<file path="config.mk">
export PLATFORM = sky130hd
export DESIGN_NAME = acc_mch
export DESIGN_NICKNAME = d
export VERILOG_FILES = /design/src/rtl/acc_pkg.sv /design/src/rtl/acc_opsel.sv /design/src/rtl/acc_mch.sv
export SDC_FILE = /design/constraint.sdc
export NUM_CORES = 1
export LEC_CHECK = 0
export CAP_MARGIN = 10
export CORE_ASPECT_RATIO = 1.75
export CORE_MARGIN = 2
export CORE_UTILIZATION = 59
export DETAILED_ROUTE_END_ITERATION = 12
export GPL_TIMING_DRIVEN = 0
export PLACE_DENSITY = 0.85
export SYNTH_ARGS = -nofsm -noshare
export SYNTH_HDL_FRONTEND = slang
export SYNTH_HIERARCHICAL = 1
export SYNTH_SLANG_ARGS = --single-unit
</file>
<file path="constraint.sdc">
create_clock -name clk -period 6.52 [get_ports clk]
set_input_delay 1.304 -clock clk [delete_from_list [all_inputs] [get_ports clk]]
set_output_delay 1.304 -clock clk [all_outputs]
set_load 0.01 [all_outputs]
</file>
<file path="src/rtl/acc_pkg.sv">
// Shared constants for the multi-channel accumulator: operand-select encodings
// and default widths.
package acc_pkg;

  localparam logic [1:0] SEL_D1   = 2'b00;
  localparam logic [1:0] SEL_D2   = 2'b01;
  localparam logic [1:0] SEL_SUM  = 2'b10;
  localparam logic [1:0] SEL_HOLD = 2'b11;

  localparam int ACC_NB_IDATA = 3;
  localparam int ACC_NB_ODATA = 6;
  localparam int ACC_NB_SEL   = 2;
  localparam int ACC_N_CH     = 4;

endpackage

</file>
<file path="src/rtl/acc_opsel.sv">
// Operand select/adder and the stage-1 register of the multi-channel accumulator.
module acc_opsel
  import acc_pkg::*;
#(
  parameter int NB_IDATA = ACC_NB_IDATA,
  parameter int NB_SEL   = ACC_NB_SEL,
  parameter int NB_CH    = 2
) (
  input  logic                clk,
  input  logic                i_rst_n,
  input  logic                i_valid,
  input  logic [NB_CH-1:0]    i_ch,
  input  logic [NB_SEL-1:0]   i_sel,
  input  logic                i_clear,
  input  logic [NB_IDATA-1:0] i_data1,
  input  logic [NB_IDATA-1:0] i_data2,
  output logic                vld_p1,
  output logic [NB_CH-1:0]    ch_p1,
  output logic                clr_p1,
  output logic                hold_p1,
  output logic [NB_IDATA:0]   mux_p1
);

  logic [NB_IDATA:0] op_p0;
  logic              hold_p0;

  always_comb begin
    op_p0   = '0;
    hold_p0 = (i_sel == NB_SEL'(SEL_HOLD));
    case (i_sel)
      NB_SEL'(SEL_D1):  op_p0 = {1'b0, i_data1};
      NB_SEL'(SEL_D2):  op_p0 = {1'b0, i_data2};
      NB_SEL'(SEL_SUM): op_p0 = {1'b0, i_data1} + {1'b0, i_data2};
      default:          op_p0 = '0;
    endcase
  end

  // stage 1: operand and beat attributes; payload only moves on valid beats
  always_ff @(posedge clk) begin
    if (!i_rst_n) begin
      vld_p1  <= 1'b0;
      ch_p1   <= '0;
      clr_p1  <= 1'b0;
      hold_p1 <= 1'b0;
      mux_p1  <= '0;
    end else begin
      vld_p1 <= i_valid;
      if (i_valid) begin
        ch_p1   <= i_ch;
        clr_p1  <= i_clear;
        hold_p1 <= hold_p0;
        mux_p1  <= op_p0;
      end
    end
  end

endmodule

</file>
<file path="src/rtl/acc_mch.sv">
// Multi-channel pipelined accumulator with per-channel clear/load and sticky overflow.
// Define ACC_MCH_SATURATE_EN to saturate on carry-out instead of wrapping.
module acc_mch
  import acc_pkg::*;
#(
  parameter int NB_IDATA = ACC_NB_IDATA,
  parameter int NB_ODATA = ACC_NB_ODATA,
  parameter int NB_SEL   = ACC_NB_SEL,
  parameter int N_CH     = ACC_N_CH,
  parameter int NB_CH    = $clog2(N_CH)
) (
  input  logic                clk,
  input  logic                i_rst_n,
  input  logic                i_valid,
  input  logic [NB_CH-1:0]    i_ch,
  input  logic [NB_SEL-1:0]   i_sel,
  input  logic                i_clear,
  input  logic [NB_IDATA-1:0] i_data1,
  input  logic [NB_IDATA-1:0] i_data2,
  output logic                o_valid,
  output logic [NB_CH-1:0]    o_ch,
  output logic [NB_IDATA:0]   o_mux,
  output logic [NB_ODATA-1:0] o_data,
  output logic                o_overflow
);

  function automatic logic [NB_ODATA-1:0] fold(input logic [NB_ODATA:0] s);
`ifdef ACC_MCH_SATURATE_EN
    fold = s[NB_ODATA] ? '1 : s[NB_ODATA-1:0];
`else
    fold = s[NB_ODATA-1:0];
`endif
  endfunction

  logic ch_ok;

  generate
    if (N_CH == (1 << NB_CH)) begin : g_full
      assign ch_ok = 1'b1;
    end else begin : g_partial
      assign ch_ok = (int'(i_ch) < N_CH);
    end
  endgenerate

  logic             vld_p1, clr_p1, hold_p1;
  logic [NB_CH-1:0] ch_p1;

  acc_opsel #(
    .NB_IDATA (NB_IDATA),
    .NB_SEL   (NB_SEL),
    .NB_CH    (NB_CH)
  ) u_opsel (
    .clk     (clk),
    .i_rst_n (i_rst_n),
    .i_valid (i_valid & ch_ok),
    .i_ch    (i_ch),
    .i_sel   (i_sel),
    .i_clear (i_clear),
    .i_data1 (i_data1),
    .i_data2 (i_data2),
    .vld_p1  (vld_p1),
    .ch_p1   (ch_p1),
    .clr_p1  (clr_p1),
    .hold_p1 (hold_p1),
    .mux_p1  (o_mux)
  );

  logic [NB_ODATA-1:0] acc_mem [N_CH];
  logic [N_CH-1:0]     flag_mem;
  logic [NB_ODATA:0]   sum_p2;
  logic [NB_ODATA-1:0] acc_nxt_p2;
  logic                flag_nxt_p2;

  // Hold beats carry a zero operand, so only clear needs the hold override.
  always_comb begin
    sum_p2      = {1'b0, acc_mem[ch_p1]} + (NB_ODATA+1)'(o_mux);
    acc_nxt_p2  = fold(sum_p2);
    flag_nxt_p2 = flag_mem[ch_p1] | sum_p2[NB_ODATA];
    if (clr_p1 && !hold_p1) begin
      acc_nxt_p2  = NB_ODATA'(o_mux);
      flag_nxt_p2 = 1'b0;
    end
  end

  // stage 2: read-modify-write of the channel array in one cycle (no hazard)
  always_ff @(posedge clk) begin
    if (!i_rst_n) begin
      for (int i = 0; i < N_CH; i++) acc_mem[i] <= '0;
      flag_mem   <= '0;
      o_valid    <= 1'b0;
      o_ch       <= '0;
      o_data     <= '0;
      o_overflow <= 1'b0;
    end else begin
      o_valid <= vld_p1;
      if (vld_p1) begin
        acc_mem[ch_p1]  <= acc_nxt_p2;
        flag_mem[ch_p1] <= flag_nxt_p2;
        o_ch            <= ch_p1;
        o_data          <= acc_nxt_p2;
        o_overflow      <= flag_nxt_p2;
      end
    end
  end

endmodule

</file>
==> results of run 1 <==
[cell families (layout without fill, tap and decap cells)]
| kind of cell | after synthesis | in the layout |
|---|---|---|
| AO/OA/AOI/OAI | 42 | 42 |
| XOR/XNOR | 1 | 1 |
| adder cells (fa/ha/maj) | 9 | 9 |
| buffers and inverters | 19 | 51 |
| flip-flops | 47 | 47 |
| multiplexers | 15 | 15 |
| AND/OR/NAND/NOR | 73 | 73 |
[report_power, final]
part           total, mW  internal [mW]  switching, mW
Clock              0.226          0.126          0.100
Sequential         0.332          0.325        0.00734
Combinational     0.0980         0.0444         0.0536
Total              0.656          0.495          0.161
[cells in the final DEF (no fill, tap or decap), types with 3 or more instances in the layout]
cell type	count
nor4_1	3
o21ai_0	4
dfxtp_1	23
o21a_1	3
buf_2	3
nor2b_1	6
nand2_1	16
nand3_1	3
and2_1	3
clkbuf_8	6
mux2i_1	7
ha_1	7
inv_1	5
clkbuf_1	4
or2_2	3
nor2_1	20
nand2b_1	5
a21oi_1	7
mux4_2	5
edfxtp_1	24
o211ai_1	7
nor3_1	4
clkdlybuf4s50_1	24
nand3b_1	5
[stage by stage]
step           area, µm²  utilization  power, mW  hold WS [ns]  worst slack [ns]
2_1_floorplan       2340            -      0.400         0.452              3.81
3_3_place_gp        2640        0.690      0.432         0.432              3.45
3_5_place_dp        2640        0.690      0.437         0.440              3.33
4_1_cts             2760        0.721      0.656         0.453              3.32
5_1_grt             2760        0.721      0.678         0.479              3.10
6_report            2760        0.721      0.656         0.451              3.34
[final cells by class]
type                       count  area [µm²]  share of cell area
inverter                       8        30.0              0.0109
clock inverter                 2        38.8              0.0140
buffer                        11        63.8              0.0231
tap                           48        60.1              0.0217
clock buffer                   6        82.6              0.0299
timing repair buffer          24         240              0.0870
multi-input combinational    140        1060               0.386
sequential                    47        1180               0.428
[routing by layer]
layer	vias up	wire [µm]	track usage
li1	828	-	-
met1	857	1730	0.245
met2	58	2950	0.476
met3	17	205	0.0447
met4	0	184	0.141
met5	-	0	0
[critical path, cell delays in order (launching register included)]
cell	delay (ns)
dfxtp_1	0.37
buf_6	0.15
clkbuf_1	0.41
mux4_2	0.60
ha_1	0.24
inv_1	0.08
fa_1	0.18
nor2b_1	0.07
o21a_1	0.23
nor3_1	0.48
nor4_1	0.12
[worst min path at each step]
stage / start / end / slack, ns
global route: o_data[1] / o_data[1] / 0.48
CTS: o_data[1] / o_data[1] / 0.45
floorplan: u_opsel/hold_p1 / u_opsel/hold_p1 / 0.45
global placement: o_data[0] / o_data[0] / 0.43
detailed placement: o_data[1] / o_data[1] / 0.44
finish: o_data[1] / o_data[1] / 0.45
[sequential cells by signal, summed over array words and instances, names as in the netlist]
register,count
o_overflow,1
u_opsel/mux_p1,4
u_opsel/hold_p1,1
o_data,6
o_ch,2
flag_mem,4
u_opsel/clr_p1,1
u_opsel/vld_p1,1
u_opsel/ch_p1,2
o_valid,1
acc_mem,24
==> qor.csv, run 1 <==
metric,value,unit
status,finished clean,
r2r_end,acc_mem[1][4],
ioPinCount,28,
synth_compound_area_frac,0.129,
rows,30,
synth_fa_ha_area_frac,0.0545,
cp_data_arrival_time,3.22,ns
yosysTopAreaCell,edfxtp_1,
vias,1760,
yosys.area_share.xor_xnor,0.00374,
vias_per_cell,6.15,
clock-root-buffer,clkbuf_8,
yosysSeqAreaShare,0.505,
wl_per_cell,17.7,µm
crit_path_start_kind,flip-flop,
grt_use_total,0.252,
synth_edf_count,24,
synth_top_family_by_area,simple AND/OR/NAND/NOR gates,
port_buffers,24,
syn_area,2340,µm²
cts_tree,yes,
finalHoldViolCount,0,
first_global_vias,1790,
syn_inst,206,
yosysUniqueCellTypes,50,
worstSetupStartpoint,u_opsel/ch_p1[0],
diodes,0,
cp.required,6.56,ns
end_kind,flip-flop,
antenna_left,0,
r2r_slack,3.34,ns
synth_top_flop_cell,edfxtp_1,
die_y,87.3,µm
cts_post_setup_buffers_inserted,0,
tightest_slew,0.736,ns
coreArea,3830,µm²
r2r-start,u_opsel/ch_p1[0],
fin_nets,260,
start_util,0.611,
synth_mux_area_frac,0.105,
yosys.area_share.simple,0.163,
cts_buffer_depth,2,
cts_max_level,2,
cts_buffers,5,
skew,0.00805,ns
grt-ovfl-total,0,
setup-violations-final,0,
yosysWarnings,6,
reg2regPathDepth,10,
synth_top_area_frac,0.308,
ys_ff_latch,47,
synth_nets,229,
holdBufCountCts,0,
clk_pin_slew,0.09,ns
async_flop_share,0,
tns,0,ns
p_leak,1.07,nW
drive_above_1_share,0.122,
fin_cells,286,
min_period,3.18,ns
endpoint,acc_mem[1][4],
fmax,314,MHz
clock_sinks,47,
drv_slew,0,
area_delta_synth_final,18.0,%
dpl.hpwl,3.91,mm
die-area,4510,µm²
min_path_cells,2,
die_w,51.6,µm
synthTopCellsByCount,"edfxtp_1 (24), dfxtp_1 (23), nor2_1 (20)",
drv_cap,0,
routed_wl,5.07,mm
dr.pass1.iters,4,
clk-insertion-delay-late,0.31,ns
ctsResizeCount,0,
period_share,0.488,
synth.avg_cell_area,11.4,µm²
antenna_found_initial,0,
drt_iter0_markers,43,
drc,0,
place_congestion,0.861,
grt_start_max_net_pins,16,
yosys-top-cells-area,"edfxtp_1 (31%), dfxtp_1 (20%), mux4_2 (4.8%)",
yosysMostFrequentCell,edfxtp_1,
critPathMaxFanout,10,
rsz0062_at_grt,no,
path_class,flip-flop to flip-flop,
relSlewSlack,0.504,
placedCellCount,278,
power.density,238,nW/µm²
grt_pass1_wl,8.18,mm
min_path_type,flip-flop to flip-flop,
ir_drop,0.000171,V
nFillCells,289,
Power figures use the tool's default switching activity.
==> inputs of run 2 (changes only) <==
CORE_UTILIZATION = 55   (was 59)
PLACE_DENSITY = 0.8   (was 0.85)
clock period = 3.3 ns   (was 6.52 ns; I/O delays follow)
==> run 2 against run 1 <==
Non-clock buffer count fell by 1. Utilization shrank 5.4 points. Count of clock-buffer cells in the layout decreased by 1. Sequential share of layout area increased by 0.27 points. Final cell count down 0.35%. Critical path type unchanged.
==> qor.csv, run 2 (synthesized netlist as in run 1, its figures left out) <==
metric,value,unit,change
crit_path_start_kind,flip-flop,,unchanged
fmax,334,MHz,was 314 MHz
routed_wl,4.97,mm,was 5.07 mm
worstSetupStartpoint,u_opsel/ch_p1[1],,was u_opsel/ch_p1[0]
die_y,90.3,µm,was 87.3 µm
drv_slew,0,,unchanged
coreArea,4110,µm²,was 3830 µm²
dp_slack,0.145,ns,was 3.33 ns
antenna_left,0,,unchanged
cts_tree,yes,,unchanged
cp.required,3.33,ns,was 6.56 ns
holdBufCountCts,0,,unchanged
stdcell_area,2740,µm²,was 2760 µm²
dpl.hpwl,3.81,mm,was 3.91 mm
clk-insertion-delay-late,0.30,ns,was 0.31 ns
seq_area,1180,µm²,unchanged
power.density,458,nW/µm²,was 238 nW/µm²
dpl_cell_area,2640,µm²,about the same
die-area,4810,µm²,was 4510 µm²
reg2regPathDepth,7,,was 10
vias_per_cell,6.05,,was 6.15
multi_input_area,1060,µm²,unchanged
ir_drop,0.000357,V,was 0.000171 V
crit_buf_inv,1,,was 3
skew,0.0119,ns,was 0.00805 ns
critPathMaxFanout,10,,unchanged
min_path_cells,2,,unchanged
min_path_type,flip-flop to flip-flop,,unchanged
cp_data_arrival_time,3.03,ns,was 3.22 ns
r2r-start,u_opsel/ch_p1[1],,was u_opsel/ch_p1[0]
status,finished clean,,unchanged
place_congestion,0.845,,was 0.861
dr.pass1.iters,6,,was 4
max_stage_delay,0.50,ns,was 0.60 ns
clock_sinks,47,,unchanged
ctsResizeCount,0,,unchanged
cts_buffers,5,,unchanged
hp-start,o_data[0],,was o_data[1]
diodes,0,,unchanged
ioPinCount,28,,unchanged
cts_post_setup_buffers_inserted,0,,unchanged
grt_start_max_net_pins,15,,was 16
cts_buffer_depth,2,,unchanged
setup-violations-final,0,,unchanged
area_delta_synth_final,17.3,%,was 18.0%
relSlewSlack,0.580,,was 0.504
clk_pin_slew,0.09,ns,about the same
finalHoldViolCount,0,,unchanged
grt_use_total,0.236,,was 0.252
port_buffers,24,,unchanged
path_class,flip-flop to flip-flop,,unchanged
top_register,acc_mem,,unchanged
first_global_vias,1693,,was 1790
tns,0,ns,unchanged
drt_iter0_markers,71,,was 43
end_kind,flip-flop,,unchanged
rows,31,,was 30
top_regs,"acc_mem x24, o_data x6",,unchanged
totalPowerFinal,1.26,mW,was 0.656 mW
clock-root-buffer,clkbuf_8,,unchanged
tightest_slew,0.623,ns,was 0.736 ns
vias,1724,,was 1760
crit_family,compound AO/OA/AOI/OAI gates,,was simple AND/OR/NAND/NOR gates
antenna_found_initial,0,,unchanged
drv_cap,0,,unchanged
layout_setup_ws,0.303,ns,was 3.34 ns
grt_pass1_wl,8.17,mm,was 8.18 mm
crit_chain,clkbuf_1 > mux4_1 > ha_1 > a21o_1 > a211o_1 > a31oi_1 > nor2_1,,was buf_6 > clkbuf_1 > mux4_2 > ha_1 > inv_1 > fa_1 > nor2b_1 > o21a_1 > nor3_1 > nor4_1
fin_hold_ws,0.449,ns,was 0.451 ns
wl_per_cell,17.4,µm,was 17.7 µm
start_util,0.569,,was 0.611
rsz0062_at_grt,no,,unchanged
drc,0,,unchanged
drive_above_1_share,0.119,,was 0.122
cts_max_level,2,,unchanged
largest_register_ffs,24,,unchanged
worstSetupPathDepth,7,,was 10
fin_cells,285,,was 286
placedCellCount,279,,was 278
nFillCells,349,,was 289
layout_common_cells,"edfxtp_1 (24), clkdlybuf4s50_1 (24), dfxtp_1 (23), nor2_1 (20), nand2_1 (16)",,unchanged
utilization,0.667,,was 0.721
grt-ovfl-total,0,,unchanged
p_leak,1.06,nW,was 1.07 nW
cp_slowest_cell,dfxtp_1,,was mux4_2
fin_nets,259,,was 260
period_share,0.908,,was 0.488
min_period,3.00,ns,was 3.18 ns
die_w,53.3,µm,was 51.6 µm
## run 2: changes by cell type in the layout (fill, tap and decap cells not counted)
| cell | previous run | this run |
|---|---|---|
| clkinvlp_4 | 0 | 1 |
| inv_6 | 1 | 0 |
| clkbuf_8 | 6 | 5 |
| clkbuf_1 | 4 | 3 |
## run 2: final cells by class
| cell class | count | area share |
|---|---|---|
| clock buffers | 5 | 0.0251 |
| well taps | 49 | 0.0223 |
| repair buffers | 24 | 0.0876 |
| multi-input cells | 140 | 0.388 |
| inverters | 8 | 0.0109 |
| clock inverters | 2 | 0.0137 |
| plain buffers | 10 | 0.0219 |
| flip-flops and latches | 47 | 0.430 |
## run 2: worst register-to-register path, stage by stage, from the launching register on
cell and delay (ns):
dfxtp_1 0.50, clkbuf_1 0.44, mux4_1 0.44, ha_1 0.33
a21o_1 0.18, a211o_1 0.30, a31oi_1 0.44, nor2_1 0.11
## run 2: worst paths after layout
path / to / slack [ns]
setup / recovery: acc_mem[1][3] / 0.30
hold reg to reg: o_data[0] / 0.45
hold / removal: o_data[0] / 0.45
setup reg to reg: acc_mem[1][3] / 0.30
## run 2: where the power goes
| part | internal [mW] | switching [mW] |
|---|---|---|
| clock network | 0.221 | 0.188 |
| registers | 0.641 | 0.0147 |
| logic | 0.0872 | 0.104 |
## run 2: layer usage
layer / global-route usage / vias to the layer above / wire (µm)
met5: 0 / - / 0
met4: 0.130 / 0 / 208
met3: 0.0331 / 18 / 215
met2: 0.395 / 68 / 2730
met1: 0.277 / 820 / 1820
li1: - / 818 / -
==> inputs of run 3 (changes only) <==
CORE_UTILIZATION = 25   (was 55)
HOLD_SLACK_MARGIN = 0.08   (was unset)
PLACE_DENSITY = 0.43   (was 0.8)
==> run 3 against run 2 <==
Worst setup slack better by 0.055 ns. Utilization down 35 points. Fmax up 1.9%. Count of clock-buffer cells in the layout did not move. Die area is 110% higher.
==> qor.csv, run 3 (synthesized netlist as in run 1, its figures left out) <==
metric,value,unit,change
clk-insertion-delay-late,0.29,ns,was 0.30 ns
cts_tree,yes,,unchanged
pwr-share-seq,0.456,,was 0.522
netSwitchingFraction,0.245,,was 0.244
reg2regPathDepth,7,,unchanged
port_buffers,24,,unchanged
vias_per_cell,4.72,,was 6.05
start_util,0.257,,was 0.569
cp.required,3.33,ns,about the same
hp-start,o_data[0],,unchanged
area_delta_synth_final,24.2,%,was 17.3%
fmax,340,MHz,was 334 MHz
tns,0,ns,unchanged
die_y,132,µm,was 90.3 µm
end_kind,flip-flop,,unchanged
die-area,10200,µm²,was 4810 µm²
first_global_vias,1698,,was 1693
r2r-start,u_opsel/ch_p1[1],,unchanged
p_leak,1.10,nW,was 1.06 nW
ioPinCount,28,,unchanged
rsz0062_at_grt,no,,unchanged
top_register,acc_mem,,unchanged
drt_iter0_markers,95,,was 71
routed_wl,6.03,mm,was 4.97 mm
power.density,496,nW/µm²,was 458 nW/µm²
drv_slew,0,,unchanged
period_share,0.892,,was 0.908
skew,0.00336,ns,was 0.0119 ns
drc,0,,unchanged
path_class,flip-flop to flip-flop,,unchanged
clock_sinks,47,,unchanged
cts_buffers,5,,unchanged
clockPowerShare,0.406,,was 0.326
diodes,0,,unchanged
rows,46,,was 31
drive_above_1_share,0.130,,was 0.119
clk_pin_slew,0.07,ns,was 0.09 ns
top_regs,"acc_mem x24, o_data x6",,unchanged
layout_common_cells,"edfxtp_1 (24), clkdlybuf4s50_1 (24), dfxtp_1 (23), nor2_1 (20), nand2_1 (16)",,unchanged
min_path_cells,2,,unchanged
wl_per_cell,16.9,µm,was 17.4 µm
status,finished clean,,unchanged
cts_post_setup_buffers_inserted,0,,unchanged
finalHoldViolCount,0,,unchanged
r2r_slack,0.36,ns,was 0.30 ns
coreArea,9090,µm²,was 4110 µm²
stdcell_area,2910,µm²,was 2740 µm²
combPwrFrac,0.138,,was 0.152
p_sw,0.352,mW,was 0.306 mW
grt_use_total,0.126,,was 0.236
setup-violations-final,0,,unchanged
largest_register_ffs,24,,unchanged
seq_area,1180,µm²,unchanged
nFillCells,986,,was 349
vias,1690,,was 1724
cts_buffer_depth,2,,unchanged
multi_input_area,1070,µm²,was 1060 µm²
fin_nets,260,,was 259
grt_start_max_net_pins,16,,was 15
cp_data_arrival_time,2.97,ns,was 3.03 ns
relSlewSlack,0.520,,was 0.580
min_path_type,flip-flop to flip-flop,,unchanged
tightest_slew,0.712,ns,was 0.623 ns
dpl.hpwl,4.68,mm,was 3.81 mm
place_congestion,0.843,,was 0.845
r2r_end,acc_mem[1][3],,unchanged
dpl_cell_area,2730,µm²,was 2640 µm²
min_period,2.94,ns,was 3.00 ns
holdPathEnd,o_data[0],,unchanged
die_w,77.1,µm,was 53.3 µm
crit_path_start_kind,flip-flop,,unchanged
antenna_left,0,,unchanged
ir_drop,0.000245,V,was 0.000357 V
grt_pass1_wl,9.69,mm,was 8.17 mm
dr.pass1.iters,4,,was 6
cts_max_level,2,,unchanged
clock-root-buffer,clkbuf_16,,was clkbuf_8
p_int,1.09,mW,was 0.950 mW
antenna_found_initial,0,,unchanged
drv_cap,0,,unchanged
grt-ovfl-total,0,,unchanged
critPathMaxFanout,10,,unchanged
run 3: layout make-up:
type                    instances  share of cell area
inverters                       8              0.0103
well taps                     120              0.0517
plain buffers                  11              0.0228
flip-flops and latches         47               0.407
clock buffers                   5              0.0431
clock inverters                 3              0.0146
repair buffers                 24              0.0827
multi-input cells             140               0.368
run 3: stage by stage:
step / std cells / setup WS (ns) / power, mW / utilization / hold WS (ns)
after floorplan: 206 / 0.589 / 0.789 / - / 0.452
after global placement: 350 / 0.0409 / 0.869 / 0.300 / 0.434
after detailed placement: 350 / 0.0449 / 0.871 / 0.300 / 0.437
after CTS: 358 / 0.0276 / 1.46 / 0.319 / 0.448
after global routing: 358 / 0.184 / 1.50 / 0.319 / 0.465
final: 358 / 0.358 / 1.44 / 0.319 / 0.442
run 3: layer usage:
layer / GRT usage / vias to the layer above / wire, µm
met2: 0.239 / 35 / 3440
met1: 0.132 / 820 / 2280
met4: 0.0645 / 0 / 165
li1: - / 823 / -
met5: 0 / - / 0
met3: 0.0185 / 12 / 151
run 3: timing repair:
item / 4_1_cts / 5_1_grt
resized for setup: 0 / 5
endpoints found under the setup margin: 0 / 7
hold buffers: 0 / 0
run 3: worst max path at each step:
stage / from / end
6_report: u_opsel/ch_p1[1] / acc_mem[1][3]
3_5_place_dp: u_opsel/ch_p1[0] / acc_mem[2][4]
2_1_floorplan: u_opsel/ch_p1[0] / acc_mem[0][4]
5_1_grt: u_opsel/ch_p1[1] / acc_mem[1][3]
4_1_cts: u_opsel/ch_p1[0] / acc_mem[2][4]
3_3_place_gp: u_opsel/ch_p1[0] / acc_mem[1][4]
run 3: power groups by stage:
stage / Sequential [mW] / Clock, mW / Combinational (mW)
after floorplan: 0.669 / 0 / 0.120
after global placement: 0.669 / 0 / 0.199
after detailed placement: 0.670 / 0 / 0.201
after CTS: 0.657 / 0.600 / 0.202
after global routing: 0.659 / 0.614 / 0.222
final: 0.656 / 0.585 / 0.199
run 3: worst max-delay path, cell delays in order (launching register included):
cell and delay [ns]:
dfxtp_1 0.52, clkbuf_2 0.33, mux4_1 0.43, ha_1 0.34, a21o_1 0.18, a211o_1 0.29, a31oi_1 0.48, nor2_1 0.11
